<file path="config.mk">
export PLATFORM = sky130hd
export DESIGN_NAME = decimal_keypad_debounce
export DESIGN_NICKNAME = d
export VERILOG_FILES = /design/src/rtl/decimal_keypad_debounce_pkg.sv /design/src/rtl/decimal_keypad_debounce_sync2.sv /design/src/rtl/decimal_keypad_debounce.sv
export SDC_FILE = /design/constraint.sdc
export NUM_CORES = 1
export LEC_CHECK = 0
export ABC_CLOCK_PERIOD_IN_PS = 2300
export CAP_MARGIN = 10
export CORE_AREA = 2 2 74 76
export CTS_CLUSTER_SIZE = 10
export DETAILED_ROUTE_END_ITERATION = 10
export DIE_AREA = 0 0 76 78
export GPL_ROUTABILITY_DRIVEN = 0
export GPL_TIMING_DRIVEN = 0
export SLEW_MARGIN = 25
export SYNTH_ARGS = -nofsm -noshare
export SYNTH_HDL_FRONTEND = slang
export SYNTH_SLANG_ARGS = --single-unit
</file>
<file path="constraint.sdc">
create_clock -name clk -period 2.3 [get_ports clk]
set_input_delay 0.23 -clock clk [delete_from_list [all_inputs] [get_ports clk]]
set_output_delay 0.23 -clock clk [all_outputs]
set_load 0.005 [all_outputs]
</file>
<file path="src/rtl/decimal_keypad_debounce_pkg.sv">
// Shared types and helpers for the decimal keypad front end.
package keypad_pkg;

    localparam int NUM_KEYS = 10;

    typedef logic [NUM_KEYS-1:0] keys_t;

    typedef enum logic [1:0] {
        ST_IDLE     = 2'd0,
        ST_DEBOUNCE = 2'd1,
        ST_PRESSED  = 2'd2,
        ST_RELEASE  = 2'd3
    } state_t;

    // True when exactly one key line is set.
    function automatic logic is_onehot(input logic [NUM_KEYS-1:0] v);
        return (v != '0) && ((v & (v - NUM_KEYS'(1))) == '0);
    endfunction

endpackage

</file>
<file path="src/rtl/decimal_keypad_debounce_sync2.sv">
// Two-flop synchroniser for asynchronous inputs, parameterised width.
module sync2 #(
    parameter int W = 1
) (
    input  logic         clk,
    input  logic         rst,
    input  logic [W-1:0] d,
    output logic [W-1:0] q
);

    logic [W-1:0] s1_q;
    logic [W-1:0] s2_q;

    always_ff @(posedge clk or posedge rst) begin
        if (rst) begin
            s1_q <= '0;
            s2_q <= '0;
        end else begin
            s1_q <= d;
            s2_q <= s1_q;
        end
    end

    assign q = s2_q;

endmodule

</file>
<file path="src/rtl/decimal_keypad_debounce.sv">
// Synchronises, debounces and single-key-filters a 10-line decimal pad,
// producing a one-hot vector, enable and press strobe for the BCD encoder.
module decimal_keypad_debounce
    import keypad_pkg::*;
#(
    parameter int DEBOUNCE_CYCLES = 4,
    parameter int CNT_W           = $clog2(DEBOUNCE_CYCLES + 1)
) (
    input  logic                clk,
    input  logic                rst,
    input  logic [NUM_KEYS-1:0] key_raw,
    output logic [NUM_KEYS-1:0] key_onehot,
    output logic                key_valid,
    output logic                key_strobe
);

    localparam logic [CNT_W-1:0] CNT_LAST = CNT_W'(DEBOUNCE_CYCLES - 1);

    keys_t            key_sync;
    logic             onehot_ok;

    state_t           state_q,  state_d;
    keys_t            cand_q,   cand_d;
    logic [CNT_W-1:0] cnt_q,    cnt_d;
    keys_t            onehot_q, onehot_d;
    logic             valid_q,  valid_d;
    logic             strobe_q, strobe_d;

    sync2 #(
        .W (NUM_KEYS)
    ) u_sync (
        .clk (clk),
        .rst (rst),
        .d   (key_raw),
        .q   (key_sync)
    );

    assign onehot_ok = is_onehot(key_sync);

    always_comb begin
        state_d  = state_q;
        cand_d   = cand_q;
        cnt_d    = cnt_q;
        onehot_d = onehot_q;
        valid_d  = valid_q;
        strobe_d = 1'b0;

        unique case (state_q)
            ST_IDLE: begin
                if (onehot_ok) begin
                    cand_d  = key_sync;
                    cnt_d   = '0;
                    state_d = ST_DEBOUNCE;
                end
            end

            ST_DEBOUNCE: begin
                if (key_sync != cand_q) begin
                    state_d = ST_IDLE;
                end else if (cnt_q == CNT_LAST) begin
                    state_d  = ST_PRESSED;
                    onehot_d = cand_q;
                    valid_d  = 1'b1;
                    strobe_d = 1'b1;
                end else begin
                    cnt_d = cnt_q + CNT_W'(1);
                end
            end

            ST_PRESSED: begin
                if (key_sync != cand_q) begin
                    state_d = ST_RELEASE;
                    cnt_d   = '0;
                end
            end

            // Only a clean all-zero release ends a press; another key restarts the wait.
            ST_RELEASE: begin
                if (key_sync == cand_q) begin
                    state_d = ST_PRESSED;
                end else if (key_sync == '0) begin
                    if (cnt_q == CNT_LAST) begin
                        state_d  = ST_IDLE;
                        onehot_d = '0;
                        valid_d  = 1'b0;
                    end else begin
                        cnt_d = cnt_q + CNT_W'(1);
                    end
                end else begin
                    cnt_d = '0;
                end
            end

            default: begin
                state_d = ST_IDLE;
            end
        endcase
    end

    always_ff @(posedge clk or posedge rst) begin
        if (rst) begin
            state_q  <= ST_IDLE;
            cand_q   <= '0;
            cnt_q    <= '0;
            onehot_q <= '0;
            valid_q  <= 1'b0;
            strobe_q <= 1'b0;
        end else begin
            state_q  <= state_d;
            cand_q   <= cand_d;
            cnt_q    <= cnt_d;
            onehot_q <= onehot_d;
            valid_q  <= valid_d;
            strobe_q <= strobe_d;
        end
    end

    assign key_onehot = onehot_q;
    assign key_valid  = valid_q;
    assign key_strobe = strobe_q;

endmodule

</file>
# Yosys cells after proc, flatten, opt, wreduce, memory -nomap -nowiden

Index checks and enable logic that the tools add are counted.

Register bits: 47
Bits of input ports: 12
Output and inout bits: 12

Add/sub/neg operators: 2
Equality and inequality tests: 16
Mux-type cells: 30
Bitwise gates (word level): 1
Reduce and logical (&&, ||, !) cells: 10

Operator list:

| operator              | number |
|---|---|
| $mux 10               | 5 |
| $logic_not 10->1      | 2 |
| $pmux 10 s2           | 1 |
| $mux 3                | 6 |
| $mux 2                | 7 |
| $ne 2x2->1 const B    | 7 |
| $pmux 3 s4            | 1 |
| $and 10x10->10        | 1 |
| $eq 10x10->1          | 1 |
| $ne 10x10->1          | 1 |
| $reduce_bool 10->1    | 1 |
| $sub 10x1->10 const B | 1 |
| $ne 3x3->1 const B    | 3 |
| $mux 1                | 8 |
| $pmux 2 s4            | 1 |
| $reduce_and 6->1      | 1 |
| $reduce_and 5->1      | 1 |
| $eq 2x2->1 const B    | 2 |
| $reduce_and 4->1      | 1 |
| $add 3x1->3 const B   | 1 |
| $eq 3x2->1 const B    | 1 |
| $eq 2x1->1 const B    | 1 |
| $logic_not 2->1       | 1 |
| $pmux 1 s2            | 1 |
| other kinds (3)       | 3 |

# Logic depth before layout (Yosys ltp)

Gate-level depths: netlist of the first run.

Word-level depth: 6
Gate-level depth with buffers: 7
Gate-level depth less buffers: 7

# By module

From an unflattened synthesis of the first run, not the netlist that was laid out.

Cells, all modules: 174
Area total of the unflattened synthesis: 2068.2 um^2

Modules (own cells, without submodules):

| module                  | instances | cells each | area each (um^2) | seq. area each (um^2) |
|---|---|---|---|---|
| decimal_keypad_debounce | 1         | 153        | 1564.0           | 675.6 |
| sync2                   | 1         | 21         | 504.2            | 500.5 |

# Least setup slack after synthesis of the first run

No wires, ideal clock.

Path kind: reg2reg
From: reg u_sync.s2_q[0], in the netlist u_sync.q[0]
To: reg cand_q[0]
Data arrival time: 2145 ps
Required time: 2175 ps
Setup slack: 30 ps
Cell stages (with the launch flop): 7
Clock period less this slack: 2270 ps
Path through: dfrtp_1 or4_4 nor3_1 mux2_1 and4_4 buf_12 mux2_4

Longest elaborated chain between the ends: 5

Ends and longest elaborated chain:

| what                       | RTL line                            | source |
|---|---|---|
| start: declaration         | decimal_keypad_debounce_sync2.sv:12 | `logic [W-1:0] s2_q;` |
| start signal: assignment   | decimal_keypad_debounce_sync2.sv:20 | `s2_q <= s1_q;` |
| $sub 10x1->10              | decimal_keypad_debounce_pkg.sv:17   | `return (v != '0) && ((v & (v - NUM_KEYS'(1))) == '0);` |
| $and 10x10->10             | decimal_keypad_debounce_pkg.sv:17   |  |
| $logic_not 10->1           | decimal_keypad_debounce_pkg.sv:17   |  |
| $logic_and 1x1->1          | decimal_keypad_debounce_pkg.sv:17   |  |
| $reduce_and 2->1 (no line) | -                                   |  |
| end signal: assignment     | decimal_keypad_debounce.sv:110      | `cand_q <= cand_d;` |
| end: declaration           | decimal_keypad_debounce.sv:23       | `keys_t cand_q, cand_d;` |

Several ways; a longest one is shown, not always the timed one.
A chain may end at the register's enable or synchronous reset.

# Final worst setup path of the first run

From: reg u_sync.s2_q[1], in the netlist u_sync.q[1]
To: reg cand_q[8]

Longest elaborated chain between the ends: 5

Ends and longest elaborated chain:

| what                           | RTL line |
|---|---|
| $sub 10x1->10                  | decimal_keypad_debounce_pkg.sv:17 |
| $and 10x10->10                 | decimal_keypad_debounce_pkg.sv:17 |
| $logic_not 10->1               | decimal_keypad_debounce_pkg.sv:17 |
| $logic_and 1x1->1 (*)          | decimal_keypad_debounce_pkg.sv:17 |
| $reduce_and 2->1 (no line) (*) | - |

Mark *: on every way between the ends. The rest lies on a longest branch, timed or not.

==> run_results.csv, run 1 <==
group,metric,value,unit
timing,rsz0062_at_grt,"true",
pwr,clkPwrFrac,32.6,%
floorplanning,io_pins,24,
pwr,p_leak,1.16,nW
clock_tree,cts_tree,"built",
placement,portBuffers,23,
layout,final_nets,205,
clock_tree,clockRootBuffer,"clkbuf_8",
route,ant_nets,0,
global_routing,grt_pass1_wl,5470,um
floorplanning,die_w,76,um
synthesis,synth_fp_nets,164,
global_routing,antenna_found_initial,0,
pwr,swShare,24.2,%
clock_tree,h-tree-depth,2,
setup_path,path_max_fanout,10,
clock_tree,path_clk_slew,0.09,ns
clock_tree,clock_sinks,47,
pwr,netSwitchingPower,0.402,mW
synthesis,seq_area_frac_synth,60.1,%
clock_tree,cts_buffers,5,
synthesis,synth_cell_types,35,
synthesis,ys_top_cells_by_area,"dfrtp_1 60%, mux2_4 7.7%, mux2i_1 5.6%",
timing,tightest_slew,0.446,ns
floorplanning,initial_core_util,38.8,%
pwr,combPwrFrac,12.2,%
status,failed_checks,"negative setup slack",
placement,dp_hpwl,2300,um
placement,place_ws,-0.119,ns
timing,min_period,2.35,ns
timing,drv_slew,0,
synthesis,synth_area_per_cell,13.0,um^2
synthesis,yosys-top-cells-count,"47 x dfrtp_1, 13 x inv_1, 13 x nand2_1",
route,wl_per_cell,12.2,um
clock_tree,clk_latency,0.30,ns
synthesis,synth_edf_count,0,
layout,syn_to_final_growth,29.3,%
route,drtIter0Drc,38,
synthesis,syn_inst,151,
timing,hold_violations,0,
setup_path,crit_type,"reg -> reg",
route,dr.pass1.iters,4,
layout,drive_gt1_share,23.8,%
timing,period_share,102,%
job,maxCapViolations,0,
floorplanning,die-area,5930,um^2
status,status,"complete, but fails checks",
setup_path,end_kind,"flip-flop",
timing,finClkSkew,0.00506,ns
global_routing,grt_pass1_vias,1180,
pwr,peakVddDrop,0.000342,V
synthesis,syn_area,1960,um^2
setup_path,required,2.49,ns
synthesis,yosysTopAreaCellShare,60.1,%
layout,n_antenna_cell,0,
floorplanning,fp.dieH,78,um
synthesis,yosysMostFrequentCell,"dfrtp_1",
global_routing,grtUsageTotal,12.0,%
pwr,seq_power_share,55.2,%
route,drc_errors,0,
synthesis,synth-main-ff-cell,"dfrtp_1",
synthesis,synth_area_leader_cell,"dfrtp_1",
timing,worst_slack,-0.0513,ns
setup_path,max_stage_delay,0.59,ns
setup_path,crit_chain,"or4_4 > maj3_2 > o31ai_4 > and4_4 > buf_12 > mux2_4",
synthesis,async_flop_share,100,%
timing,max-slew-margin-rel,70.3,%
min_path,holdCritPathClass,"in -> async",
route,wl,3210,um
timing,setup_viol,10,
route,viasPerCell,4.59,
pwr,p_int,1.26,mW
synthesis,ys_seq_elements,47,
global_routing,grt_start_max_net_pins,33,
setup_path,start_kind,"flip-flop",
timing,fmax,0.425,GHz
route,vias,1206,
clock_tree,clockBufferDepth,2,
pwr,p_per_area,656,nW/um^2
synthesis,yosysWarnings,0,
layout,final_util,50.2,%
setup_path,arrival,2.54,ns
setup_path,critPathSlowestCell,"or4_4",
floorplanning,rows,26,
global_routing,grt_overflow_total,0,
floorplanning,placeableCoreArea,5040,um^2
## power groups by stage
stage / clock [mW] / sequential [mW] / combinational, mW
2_1_floorplan: 0 / 0.922 / 0.127
3_3_place_gp: 0 / 0.931 / 0.161
3_5_place_dp: 0 / 0.934 / 0.173
4_1_cts: 0.549 / 0.917 / 0.183
5_1_grt: 0.590 / 0.924 / 0.226
6_report: 0.541 / 0.916 / 0.203
## per-layer routing
layer | GRT usage [%] | up-vias | wire [um]
met3 | 4.30 | 5 | 153
met1 | 14.1 | 590 | 1360
met5 | 0 | - | 0
met2 | 20.3 | 25 | 1650
met4 | 4.36 | 0 | 48
li1 | - | 586 | -
## through the flow
| step | area (um^2) | setup TNS [ns] | total power [mW] | std cells | hold slack, ns |
|---|---|---|---|---|---|
| global route | 2530 | -0.980 | 1.74 | 263 | 0.271 |
| floorplan | 1960 | 0 | 1.05 | 151 | 0.261 |
| detailed placement | 2300 | -1.81 | 1.11 | 245 | 0.335 |
| global placement | 2280 | -0.524 | 1.09 | 244 | 0.333 |
| finish | 2530 | -0.431 | 1.66 | 263 | 0.215 |
| CTS | 2440 | -0.565 | 1.65 | 256 | 0.233 |
## registers in the layout, indices dropped and copies added (netlist names), named ones only
signal	flops
cand_q	10
key_valid	1
key_strobe	1
key_onehot	10
u_sync.q	10
cnt_q	3
u_sync.s1_q	10
state_q	1
## worst max-delay path, delay by kind of cell, from the launching register on
family	cells	cell delay, ns
buffers and inverters	1	0.14
and+or+nand+nor	2	0.86
DFF	1	0.39
AOI/OAI and AO/OA	1	0.20
muxes	1	0.30
adders and majority gates	1	0.35
## placed cells by master (no fill, tap or decap), types with 2 or more instances in the layout
cell             instances
buf_12                   2
buf_4                   11
clkbuf_1                 3
clkbuf_8                 7
clkdlybuf4s50_1         23
dfrtp_1                 46
inv_1                   12
mux2_2                   2
mux2_4                  10
mux2i_1                 11
nand2_1                 13
nand2b_1                 2
nand3_1                  3
nor2_1                   5
nor4_2                   2
o21ai_0                  2
o21ai_1                  3
or3_1                    2
xor2_1                  11
## area by class of cell
type,instances,area (um^2)
clock buffer,7,96.3
tap,70,87.6
sequential,47,1180
inverter,13,48.8
timing repair buffer,34,325
clock inverter,1,7.51
multi-input combinational,86,749
fill,463,2510
buffer,5,38.8
## final timing paths
path / from / to / slack (ns) / cells past startpoint
worst max-delay path: u_sync.q[1] / cand_q[8] / -0.05 / 6
worst min-delay path: rst / key_onehot[4] / 0.21 / 2
worst max register to register: u_sync.q[1] / cand_q[8] / -0.05 / 6
worst min register to register: u_sync.s1_q[5] / u_sync.q[5] / 0.35 / 0
max in group asynchronous: rst / u_sync.q[4] / 1.61 / 3
min in group clk: u_sync.s1_q[5] / u_sync.q[5] / 0.35 / 0
## cells by family after synthesis
family | synth area share [%]
AOI/OAI and AO/OA | 5.30
xor gates and xnor gates | 4.92
adders and majority gates | 1.73
buffers and inverters | 4.34
DFF | 60.1
muxes | 14.4
and+or+nand+nor | 9.20
## what timing repair did
action | in CTS | in global routing
buffers inserted | 3 | 7
hold buffers | 0 | 0
resized for setup | 3 | 13
gates cloned | 0 | 0
endpoints found under the setup margin | 23 | 25
pin swaps | 2 | 6
Note: power is estimated with default switching activity, not from simulation.
==> inputs of run 2 (changes only) <==
--- a/config.mk
+++ b/config.mk
@@ -5,7 +5,7 @@
 export SDC_FILE = /design/constraint.sdc
 export NUM_CORES = 1
 export LEC_CHECK = 0
-export ABC_CLOCK_PERIOD_IN_PS = 2300
+export ABC_CLOCK_PERIOD_IN_PS = 2400
 export CAP_MARGIN = 10
 export CORE_AREA = 2 2 74 76
 export CTS_CLUSTER_SIZE = 10
==> constraint.sdc (replaced) <==
create_clock -name clk -period 2.4 [get_ports clk]
set_input_delay 0.24 -clock clk [delete_from_list [all_inputs] [get_ports clk]]
set_output_delay 0.24 -clock clk [all_outputs]
set_load 0.005 [all_outputs]
==> run 2 against run 1 <==
Worst hold slack better by 0.010 ns. Via count is 0.83% lower. Worst setup slack gained 0.067 ns. Sequential share of layout area grew 0.58 points. Die area unchanged. The flow now finishes without violations. Global-route usage about the same. Clock skew barely moved. Count of clock-buffer cells in the layout is the same. Non-clock buffer count decreased by 2.
==> run_results.csv, run 2 (synthesis gave the netlist of run 1 again) <==
group,metric,value,unit
status,status,"finished clean",
global_routing,grt_start_max_net_pins,33,
floorplanning,placeableCoreArea,5040,um^2
layout,syn_to_final_growth,27.5,%
timing,setup_viol,0,
placement,place_ws,-0.0189,ns
floorplanning,initial_core_util,38.8,%
pwr,peakVddDrop,0.000328,V
route,dr.pass1.iters,4,
setup_path,rr_startpoint,"u_sync.q[1]",
pwr,combPwrFrac,11.7,%
setup_path,max_stage_delay,0.57,ns
route,wl_per_cell,12.2,um
route,wl,3180,um
setup_path,critPathSlowestCell,"or4_4",
setup_path,crit_type,"reg -> reg",
layout,layout_common_cells,"47 x dfrtp_1, 23 x clkdlybuf4s50_1, 13 x nand2_1, 12 x inv_1",
pwr,p_per_area,633,nW/um^2
layout,stdcell_area,2500,um^2
floorplanning,die-area,5930,um^2
placement,placed_area,2300,um^2
global_routing,grt_pass1_vias,1183,
floorplanning,die_w,76,um
floorplanning,rows,26,
floorplanning,fp.dieH,78,um
floorplanning,io_pins,24,
clock_tree,cts_tree,"built",
timing,hold_violations,0,
timing,finClkSkew,0.00497,ns
setup_path,r2r_end,"cand_q[8]",
clock_tree,clock_sinks,47,
clock_tree,clockBufferDepth,2,
timing,timing.hold.ws,0.225,ns
route,viasPerCell,4.58,
global_routing,antenna_found_initial,0,
route,ant_nets,0,
setup_path,r2r_slack,0.02,ns
global_routing,grt_pass1_wl,5490,um
setup_path,required,2.59,ns
clock_tree,h-tree-depth,2,
pwr,seq_power_share,55.5,%
setup_path,crit_chain,"or4_4 > maj3_2 > o31ai_4 > and4_4 > buf_12 > mux2_4",
pwr,p_leak,1.14,nW
timing,min_period,2.38,ns
pwr,clkPwrFrac,32.8,%
clock_tree,clk_latency,0.30,ns
timing,fmax,0.419,GHz
clock_tree,clockRootBuffer,"clkbuf_8",
layout,final_util,49.5,%
route,drc_errors,0,
job,maxCapViolations,0,
placement,dp_hpwl,2300,um
setup_path,end_kind,"flip-flop",
layout,final_nets,203,
setup_path,path_max_fanout,10,
timing,worst_slack,0.0160,ns
min_path,holdCritPathClass,"in -> async",
setup_path,arrival,2.57,ns
timing,period_share,99.3,%
setup_path,startpoint,"u_sync.q[1]",
timing,rsz0062_at_grt,"true",
pwr,netSwitchingPower,0.381,mW
setup_path,start_kind,"flip-flop",
pwr,p_int,1.20,mW
clock_tree,hold_buffers,0,
timing,tns,0,ns
setup_path,reg2regPathDepth,6,
route,drtIter0Drc,55,
layout,drive_gt1_share,20.9,%
layout,n_antenna_cell,0,
global_routing,grtUsageTotal,12.0,%
placement,portBuffers,23,
timing,drv_slew,0,
global_routing,grt_overflow_total,0,
route,vias,1196,
clock_tree,cts_buffers,5,
clock_tree,path_clk_slew,0.09,ns
pwr,swShare,24.1,%
setup_path,crit_end,"cand_q[8]",
timing,tightest_slew,0.428,ns
timing,max-slew-margin-rel,71.4,%
layout,layout_commonest_cell,"dfrtp_1",
[run 2: metrics by stage]
| stage | cells | power (mW) |
|---|---|---|
| 6_report | 261 | 1.58 |
| 5_1_grt | 261 | 1.66 |
| 4_1_cts | 256 | 1.58 |
| 3_5_place_dp | 245 | 1.06 |
| 3_3_place_gp | 244 | 1.05 |
| 2_1_floorplan | 151 | 1.00 |
[run 2: worst min-delay path by stage]
stage                   start             end  cells after the start
2_1_floorplan      key_raw[0]  u_sync.s1_q[0]                      0
4_1_cts                   rst   key_onehot[4]                      2
5_1_grt                   rst        cnt_q[1]                      2
6_report                  rst   key_onehot[4]                      2
3_3_place_gp   u_sync.s1_q[0]     u_sync.q[0]                      0
3_5_place_dp   u_sync.s1_q[3]     u_sync.q[3]                      0
[run 2: worst max-delay path, delay by kind of cell, from the launching register on]
kind	cells	cell delay (ns)
simple gates	2	0.84
flops	1	0.39
compound gates	1	0.25
fa+ha+maj	1	0.34
buf+inv	1	0.14
mux	1	0.30
[run 2: what timing repair did]
item,in CTS,in global routing
setup endpoints to repair,11,22
pin swaps,0,3
setup buffers,3,5
gates resized for setup,2,4
[run 2: final cells by class]
type                            count  area (um^2)
Fill cell                         463         2540
Sequential cell                    47         1180
Multi-Input combinational cell     86          734
Timing Repair Buffer               32          310
Clock buffer                        7         96.3
Tap cell                           70         87.6
Inverter                           13         48.8
Buffer                              5         36.3
Clock inverter                      1         7.51
[run 2: metal layers]
layer	up-vias	global-route usage, %	wire length (um)
li1	584	-	-
met2	23	20.3	1620
met5	-	0	0
met1	584	14.2	1350
met3	5	4.30	152
met4	0	4.36	48
[run 2: power by group through the flow]
stage	sequential [mW]	clock, mW	combinational, mW
floorplan	0.884	0	0.121
global placement	0.892	0	0.155
detailed placement	0.895	0	0.166
CTS	0.879	0.527	0.172
global route	0.885	0.565	0.207
finish	0.877	0.519	0.186
==> inputs of run 3 (changes only) <==
--- a/config.mk
+++ b/config.mk
@@ -7,12 +7,13 @@
 export LEC_CHECK = 0
 export ABC_CLOCK_PERIOD_IN_PS = 2400
 export CAP_MARGIN = 10
-export CORE_AREA = 2 2 74 76
+export CORE_AREA = 2 2 67 69
 export CTS_CLUSTER_SIZE = 10
 export DETAILED_ROUTE_END_ITERATION = 10
-export DIE_AREA = 0 0 76 78
+export DIE_AREA = 0 0 69 71
 export GPL_ROUTABILITY_DRIVEN = 0
 export GPL_TIMING_DRIVEN = 0
+export PLACE_DENSITY = 0.69
 export SLEW_MARGIN = 25
 export SYNTH_ARGS = -nofsm -noshare
 export SYNTH_HDL_FRONTEND = slang
==> run 3 against run 2 <==
Sequential share of layout area increased by 0.55 points. Via count increased by 1.5%. Flip-flop and latch count unchanged. Global-route usage increased by 2.1 points. Fmax increased by 0.41%. Count of clock-buffer cells in the layout increased by 1. Largest power group unchanged. Utilization increased by 9.3 points. Routed wire length about the same.
==> run_results.csv, run 3 (synthesis gave the netlist of run 1 again) <==
group,metric,value,unit
clock_tree,cts_tree,"built",
layout,fin_cells,244,
layout,final_util,58.8,%
setup_path,max_stage_delay,0.56,ns
setup_path,r2r_slack,0.03,ns
timing,drv_slew,0,
setup_path,critPathSlowestCell,"or4_4",
route,drc_errors,0,
setup_path,crit_chain,"or4_4 > maj3_2 > o31ai_4 > and4_4 > buf_12 > mux2_4",
setup_path,r2r_end,"cand_q[8]",
route,wl,3180,um
setup_path,end_kind,"flip-flop",
layout,layout_commonest_cell,"dfrtp_1",
clock_tree,clk_latency,0.30,ns
pwr,peakVddDrop,0.000431,V
clock_tree,h-tree-depth,2,
global_routing,antenna_found_initial,0,
route,dr.pass1.iters,4,
global_routing,grt_pass1_wl,5230,um
route,drtIter0Drc,74,
route,wl_per_cell,13.0,um
timing,max-slew-margin-rel,70.5,%
setup_path,path_max_fanout,10,
setup_path,crit_type,"reg -> reg",
route,ant_nets,0,
setup_path,arrival,2.56,ns
layout,layout_common_cells,"45 x dfrtp_1, 23 x clkdlybuf4s50_1, 13 x nand2_1, 12 x inv_1",
global_routing,grt_start_max_net_pins,29,
timing,rsz0062_at_grt,"true",
timing,setup_viol,0,
route,vias,1214,
timing,fmax,0.421,GHz
clock_tree,clockBufferDepth,2,
setup_path,start_kind,"flip-flop",
global_routing,grtUsageTotal,14.1,%
setup_path,required,2.59,ns
floorplanning,rows,24,
min_path,holdCritPathClass,"in -> async",
placement,dp.cells,227,
timing,worst_slack,0.0258,ns
job,maxCapViolations,0,
route,viasPerCell,4.98,
pwr,p_per_area,630,nW/um^2
global_routing,grt_pass1_vias,1209,
global_routing,grt_overflow_total,0,
clock_tree,cts_buffers,5,
clock_tree,clock_sinks,47,
timing,tightest_slew,0.442,ns
clock_tree,path_clk_slew,0.08,ns
floorplanning,initial_core_util,46.6,%
clock_tree,clockRootBuffer,"clkbuf_8",
layout,syn_to_final_growth,26.3,%
floorplanning,fp.dieH,71,um
pwr,p_leak,1.15,nW
floorplanning,placeableCoreArea,4200,um^2
layout,drive_gt1_share,21.4,%
placement,portBuffers,23,
clock_tree,hold_buffers,0,
timing,min_period,2.37,ns
floorplanning,io_pins,24,
setup_path,rr_startpoint,"u_sync.q[1]",
status,status,"finished clean",
setup_path,reg2regPathDepth,6,
floorplanning,die_w,69,um
timing,hold_violations,0,
layout,n_antenna_cell,0,
timing,finClkSkew,0.00954,ns
layout,final_nets,204,
pwr,total_power,1.56,mW
placement,place_ws,-0.0284,ns
placement,dp_hpwl,2300,um
timing,period_share,98.9,%
floorplanning,die-area,4900,um^2
timing,tns,0,ns
[run 3: area by class of cell]
type | instances | area [um^2]
buffer | 5 | 36.3
clock buffer | 8 | 100
fill | 327 | 1730
inverter | 13 | 48.8
multi-input combinational | 86 | 727
sequential | 47 | 1180
tap | 52 | 65.1
timing repair buffer | 33 | 318
[run 3: worst max-delay path by stage]
| stage | startpoint | end | cells past startpoint | slack, ns |
|---|---|---|---|---|
| 3_5_place_dp | u_sync.q[1] | cand_q[8] | 6 | -0.03 |
| 4_1_cts | u_sync.q[1] | cand_q[8] | 6 | -0.0006 |
| 6_report | u_sync.q[1] | cand_q[8] | 6 | 0.03 |
| 2_1_floorplan | u_sync.q[0] | cand_q[0] | 6 | 0.13 |
| 5_1_grt | u_sync.q[5] | key_onehot[0] | 7 | -0.03 |
| 3_3_place_gp | u_sync.q[0] | cand_q[4] | 6 | 0.03 |
[run 3: where the power goes]
part / leakage [nW] / switching (mW) / total [mW] / internal, mW
Clock: 0.0515 / 0.233 / 0.495 / 0.262
Sequential: 0.602 / 0.0451 / 0.883 / 0.838
Combinational: 0.493 / 0.0800 / 0.179 / 0.0987
Total: 1.15 / 0.358 / 1.56 / 1.20
[run 3: metal layers]
metal  part of all wire [%]  wire length, um  up-vias  track usage [%]
met5                      0                0        -                0
met4                    2.9               91        0             8.50
met3                    4.2              134        8             4.27
met2                     53             1670       28             24.5
met1                     40             1280      588             15.1
li1                       -                -      590                -
[run 3: stage by stage]
step | hold slack (ns) | area, um^2
6_report | 0.261 | 2470
5_1_grt | 0.319 | 2470
3_5_place_dp | 0.335 | 2270
3_3_place_gp | 0.333 | 2250
4_1_cts | 0.269 | 2400
2_1_floorplan | 0.271 | 1960
[run 3: worst max-delay path: cells and delay by family (launching register included)]
family	cells	cell delay, ns
and+or+nand+nor	2	0.84
DFF	1	0.43
adders and majority gates	1	0.35
muxes	1	0.31
AOI/OAI and AO/OA	1	0.20
buffers and inverters	1	0.15
[run 3: timing repair]
| action | 4_1_cts | 5_1_grt |
|---|---|---|
| pin swaps | 0 | 1 |
| buffers inserted | 1 | 8 |
| resized for setup | 4 | 3 |
| endpoints found under the setup margin | 16 | 22 |
==> RTL change 1: new RTL, flow settings as in run 3 <==
Make the reset (`rst`) synchronous in 2 clocked blocks. Comments in the files are not updated.
--- a/src/rtl/decimal_keypad_debounce_sync2.sv
+++ b/src/rtl/decimal_keypad_debounce_sync2.sv
@@ -11,7 +11,7 @@
     logic [W-1:0] s1_q;
     logic [W-1:0] s2_q;
 
-    always_ff @(posedge clk or posedge rst) begin
+    always_ff @(posedge clk) begin
         if (rst) begin
             s1_q <= '0;
             s2_q <= '0;
--- a/src/rtl/decimal_keypad_debounce.sv
+++ b/src/rtl/decimal_keypad_debounce.sv
@@ -97,7 +97,7 @@
         endcase
     end
 
-    always_ff @(posedge clk or posedge rst) begin
+    always_ff @(posedge clk) begin
         if (rst) begin
             state_q  <= ST_IDLE;
             cand_q   <= '0;
Function: differs if rst is asserted again (counterexample within 10 cycles, from zero or initial values and one cycle with rst high); with rst held inactive, the same outputs for 10 cycles.
==> RTL change 1 against run 3 <==
Routed wire length down 8.4%. Highest routed layer unchanged. Count of clock-buffer cells in the layout down 2. Sequential cell count unchanged. Synthesized area down 10%. Critical endpoint is now cand_q[4]. Cell area down 7.2%. Power up 9.5%. Critical path type unchanged. Setup slack better by 12 ps. Cell count up 4.9%.
==> RTL change 1: results (changes against run 3) <==
Status:
- Outcome: completed (unchanged).

Layout:
- The number of nets in the layout is 216 (was 204).
- The data-path buffer share of cell area in the final layout is 13.5% (was 14.3%).
- The filler cell count in the final layout is 375 (was 327).
- The count of multi-input combinational gates was 109 (was 86).
- The multi-input gate share of the layout cell area is 35.7% (was 29.4%).
- The clock buffer count was 6 (was 8).
- The share of final-layout standard cells stronger than drive strength 1 is 17.2% (was 21.4%).
- The clock network area share was 5.78% (was 4.05%).
- The number of buffers outside the clock class in the layout is 36 (was 38).

Synthesis:
- Post-synth top cells: sky130_fd_sc_hd__dfxtp_1, sky130_fd_sc_hd__nor2b_1, sky130_fd_sc_hd__nor2_1 (was sky130_fd_sc_hd__dfrtp_1, sky130_fd_sc_hd__inv_1, sky130_fd_sc_hd__nand2_1).
- The proportion of synthesized flip-flops having asynchronous set or reset is 0% (was 100%).
- The net count of the mapped netlist is 182 (was 164).
- The number of library cell types mapped by synthesis came to 37 (was 35).

Worst setup path:
- The worst-case reg-to-reg path depth came to 7 (was 6).
- The arrival time reported for the critical path endpoint is 2540 ps (was 2560 ps).
- The end of the worst register-to-register path is cand_q[4] (was cand_q[8]).
- The largest fanout on the critical path is 5 (was 10).
- The launching element of the worst setup path is u_sync.q[4] (was u_sync.q[1]).

Drt:
- The number of DRC markers after the initial detailed-route iteration is 45 (was 74).
- The number of vias after detailed routing is 1266 (was 1214).
- The routed wire length is 2910 microns (was 3180 microns).

Worst hold path:
- The type of the worst min-delay path is primary input to register (was primary input to async pin).

Power and ir drop:
- The reported leakage power came to 0.875 nW (was 1.15 nW).
- The maximum VDD drop is 0.380 mV (was 0.431 mV).

STA:
- The tightest slew margin relative to the limit is 65.7% (was 70.5%).
- The maximum clock skew at final layout is 12.2 ps (was 9.54 ps).
- The tightest hold margin came to 326 ps (was 261 ps).
- The shortest clock period the worst path allows after layout is 2360 ps (was 2370 ps).

Global routing:
- The pin count of the biggest net entering global routing is 15 (was 29).
- The total global routing track utilization is 12.5% (was 14.1%).
- The global-route wire length before repair is 4860 microns (was 5230 microns).

CTS:
- The number of cells upsized or downsized after cts is 17 (was 4).
- The number of setup buffers added after CTS is 2 (was 1).

Placement:
- The area of placed instances was 2050 sq um (was 2270 sq um).
- The number of input and output port buffers inserted was 22 (was 23).
RTL change 1: cell types whose count changed after synthesis, moves of 3 or more:
cell | before | now
sky130_fd_sc_hd__dfrtp_1 | 47 | 0
sky130_fd_sc_hd__a21oi_1 | 1 | 4
sky130_fd_sc_hd__nor2b_1 | 1 | 21
sky130_fd_sc_hd__mux2_4 | 10 | 0
sky130_fd_sc_hd__inv_1 | 13 | 4
sky130_fd_sc_hd__nor2_1 | 5 | 14
sky130_fd_sc_hd__xor2_1 | 11 | 2
sky130_fd_sc_hd__dfxtp_1 | 0 | 47
sky130_fd_sc_hd__nand2_1 | 13 | 2
sky130_fd_sc_hd__xnor2_1 | 0 | 8
sky130_fd_sc_hd__a22o_1 | 0 | 10
RTL change 1: kinds of logic after synthesis:
| family | Yosys count | share of synthesized area (%) |
|---|---|---|
| buffers and inverters | 13 | 3.41 |
| AOI/OAI and AO/OA | 29 | 12.2 |
| muxes | 12 | 6.83 |
| and+or+nand+nor | 56 | 17.8 |
| adders and majority gates | 2 | 1.28 |
| xor gates and xnor gates | 10 | 4.98 |
| DFF | 47 | 53.5 |
RTL change 1: power by group:
| part | total (mW) | internal [mW] | leakage, nW | switching [mW] |
|---|---|---|---|---|
| logic | 0.212 | 0.115 | 0.423 | 0.0971 |
| registers | 0.829 | 0.806 | 0.387 | 0.0233 |
| clock network | 0.664 | 0.416 | 0.0654 | 0.248 |
| total | 1.70 | 1.34 | 0.875 | 0.369 |
RTL change 1: layer usage:
metal | vias up | routed length [microns] | GRT usage (%)
met3 | 5 | 146 | 4.84
met5 | - | 0 | 0
met2 | 26 | 1310 | 19.6
li1 | 660 | - | -
met1 | 575 | 1420 | 15.5
met4 | 0 | 40 | 5.66
==> RTL change 2: new RTL, settings of run 3 <==
Without the edit above. Set the parameter `DEBOUNCE_CYCLES` to 2 (it was 4).
--- a/src/rtl/decimal_keypad_debounce.sv
+++ b/src/rtl/decimal_keypad_debounce.sv
@@ -3,7 +3,7 @@
 module decimal_keypad_debounce
     import keypad_pkg::*;
 #(
-    parameter int DEBOUNCE_CYCLES = 4,
+    parameter int DEBOUNCE_CYCLES = 2,
     parameter int CNT_W           = $clog2(DEBOUNCE_CYCLES + 1)
 ) (
     input  logic                clk,
Function: changed (a bounded check fails within 10 cycles, from zero or initial values and one cycle with rst high).
==> RTL change 2 against run 3 <==
The run now ends with negative setup slack left. Synthesized area is 6.5% lower. Sequential cell count fell by 1. Sequential power down 2%. Critical path depth did not move. Routed wire length rose by 4.7%. Via count shrank 4.5%. Cell area decreased by 3.3%. Power up 3.5%. Cell count is 11% lower. Clock skew decreased by 1.1 ps. Synthesized cell count down 17%. Setup slack got worse by 47 ps. Critical path type unchanged. Largest power group unchanged.
==> RTL change 2: results (changes against run 3) <==
Status:
- The final reports fail on negative setup slack.
- Outcome: finished with violations (was completed).

Drt:
- The number of DRC markers after the initial detailed-route iteration came to 79 (was 74).
- The met2 routed wirelength is 1770 microns (was 1670 microns).
- The met1 wire length is 1350 microns (was 1280 microns).
- The number of vias after detailed routing is 1159 (was 1214).
- The detail-routed net length per standard cell is 15.3 microns (was 13.0 microns).

Global routing:
- The total global routing track utilization came to 14.8% (was 14.1%).
- The pin count of the biggest net entering global routing is 25 (was 29).

Worst setup path:
- The arrival time reported for the critical path endpoint is 2610 ps (was 2560 ps).
- The largest fanout on the critical path came to 5 (was 10).

Synthesis:
- Main area contributors after synthesis: sky130_fd_sc_hd__dfrtp_1, sky130_fd_sc_hd__mux2_4, sky130_fd_sc_hd__a22o_1 (was sky130_fd_sc_hd__dfrtp_1, sky130_fd_sc_hd__mux2_4, sky130_fd_sc_hd__mux2i_1).
- The net count of the mapped netlist is 138 (was 164).
- The register area share after synthesis is 62.8% (was 60.1%).
- The instance count of the mapped netlist is 126 (was 151).
- The number of library cell types mapped by synthesis is 39 (was 35).

Placement:
- The setup slack at placement was -119 ps (was -28.4 ps).
- The HPWL after detailed placement is 2230 microns (was 2300 microns).
- The number of cells in the design after placement is 202 (was 227).

Layout:
- The number of nets in the layout is 176 (was 204).
- The count of non-filler cells in the finished layout is 217 (was 244).

STA:
- The final setup violation count is 8 (was 0).
- The worst setup margin is -21.6 ps (was 25.8 ps).
- The tightest slew margin relative to the limit is 65.0% (was 70.5%).

Power and ir drop:
- The maximum VDD drop was 0.455 mV (was 0.431 mV).
- The reported leakage power is 1.03 nW (was 1.15 nW).

CTS:
- The number of buffers created by CTS is 5 (unchanged).
## RTL change 2: routing by layer
metal / up-vias / track usage [%]
li1: 539 / -
met5: - / 0
met1: 590 / 16.7
met2: 22 / 25.7
met3: 8 / 3.85
met4: 0 / 7.84
## RTL change 2: repair_timing
action,in CTS,in global routing
setup endpoints to repair,20,19
pin swaps,1,0
setup buffers,5,1
hold buffers,0,0
resized for setup,8,4
gates cloned,1,0
## RTL change 2: where the power goes
part           internal (mW)  switching (mW)
sequential             0.821          0.0481
combinational         0.0947          0.0783
clock                  0.309           0.261
## RTL change 2: cell type report
cell class,instances,area (sq um)
sequential,46,1150
tap,52,65.1
clock buffer,5,68.8
clock inverter,3,45.0
inverter,4,15.0
multi-input combinational,73,712
buffer,3,20.0
fill,335,1810
timing repair buffer,31,314
## RTL change 2: stage by stage
stage	utilization [%]	TNS, ps	instance area (sq um)	hold slack [ps]
2_1_floorplan	-	0	1830	271
3_5_place_dp	51.2	-1710	2150	335
4_1_cts	56.2	-218	2360	296
3_3_place_gp	50.6	-665	2130	331
5_1_grt	56.9	-784	2390	320
6_report	56.9	-101	2390	280
## RTL change 2: worst register-to-register path, delay by kind of cell (launching register included)
kind            cells  cell delay, ps
fa+ha+maj           1             330
buf+inv             1             190
simple gates        2             810
flops               1             390
mux                 1             300
compound gates      1             300
## RTL change 2: cell families after synthesis
kind of cell	count (synthesis)	share of synthesized area, %
flops	46	62.8
compound gates	26	12.4
fa+ha+maj	2	1.16
simple gates	22	7.38
buf+inv	7	1.91
xor+xnor	11	5.26
mux	12	9.08
## RTL change 2: path summary, 6_finish.rpt
path                       slack [ps]           start             to  cells past startpoint
setup reg to reg                  -20     u_sync.q[1]      cand_q[0]                      6
min in group clk                  350  u_sync.s1_q[0]    u_sync.q[0]                      0
max in group asynchronous        1620             rst    u_sync.q[5]                      3
hold / removal                    280             rst  key_onehot[1]                      2
setup / recovery                  -20     u_sync.q[1]      cand_q[0]                      6
hold reg to reg                   350  u_sync.s1_q[0]    u_sync.q[0]                      0
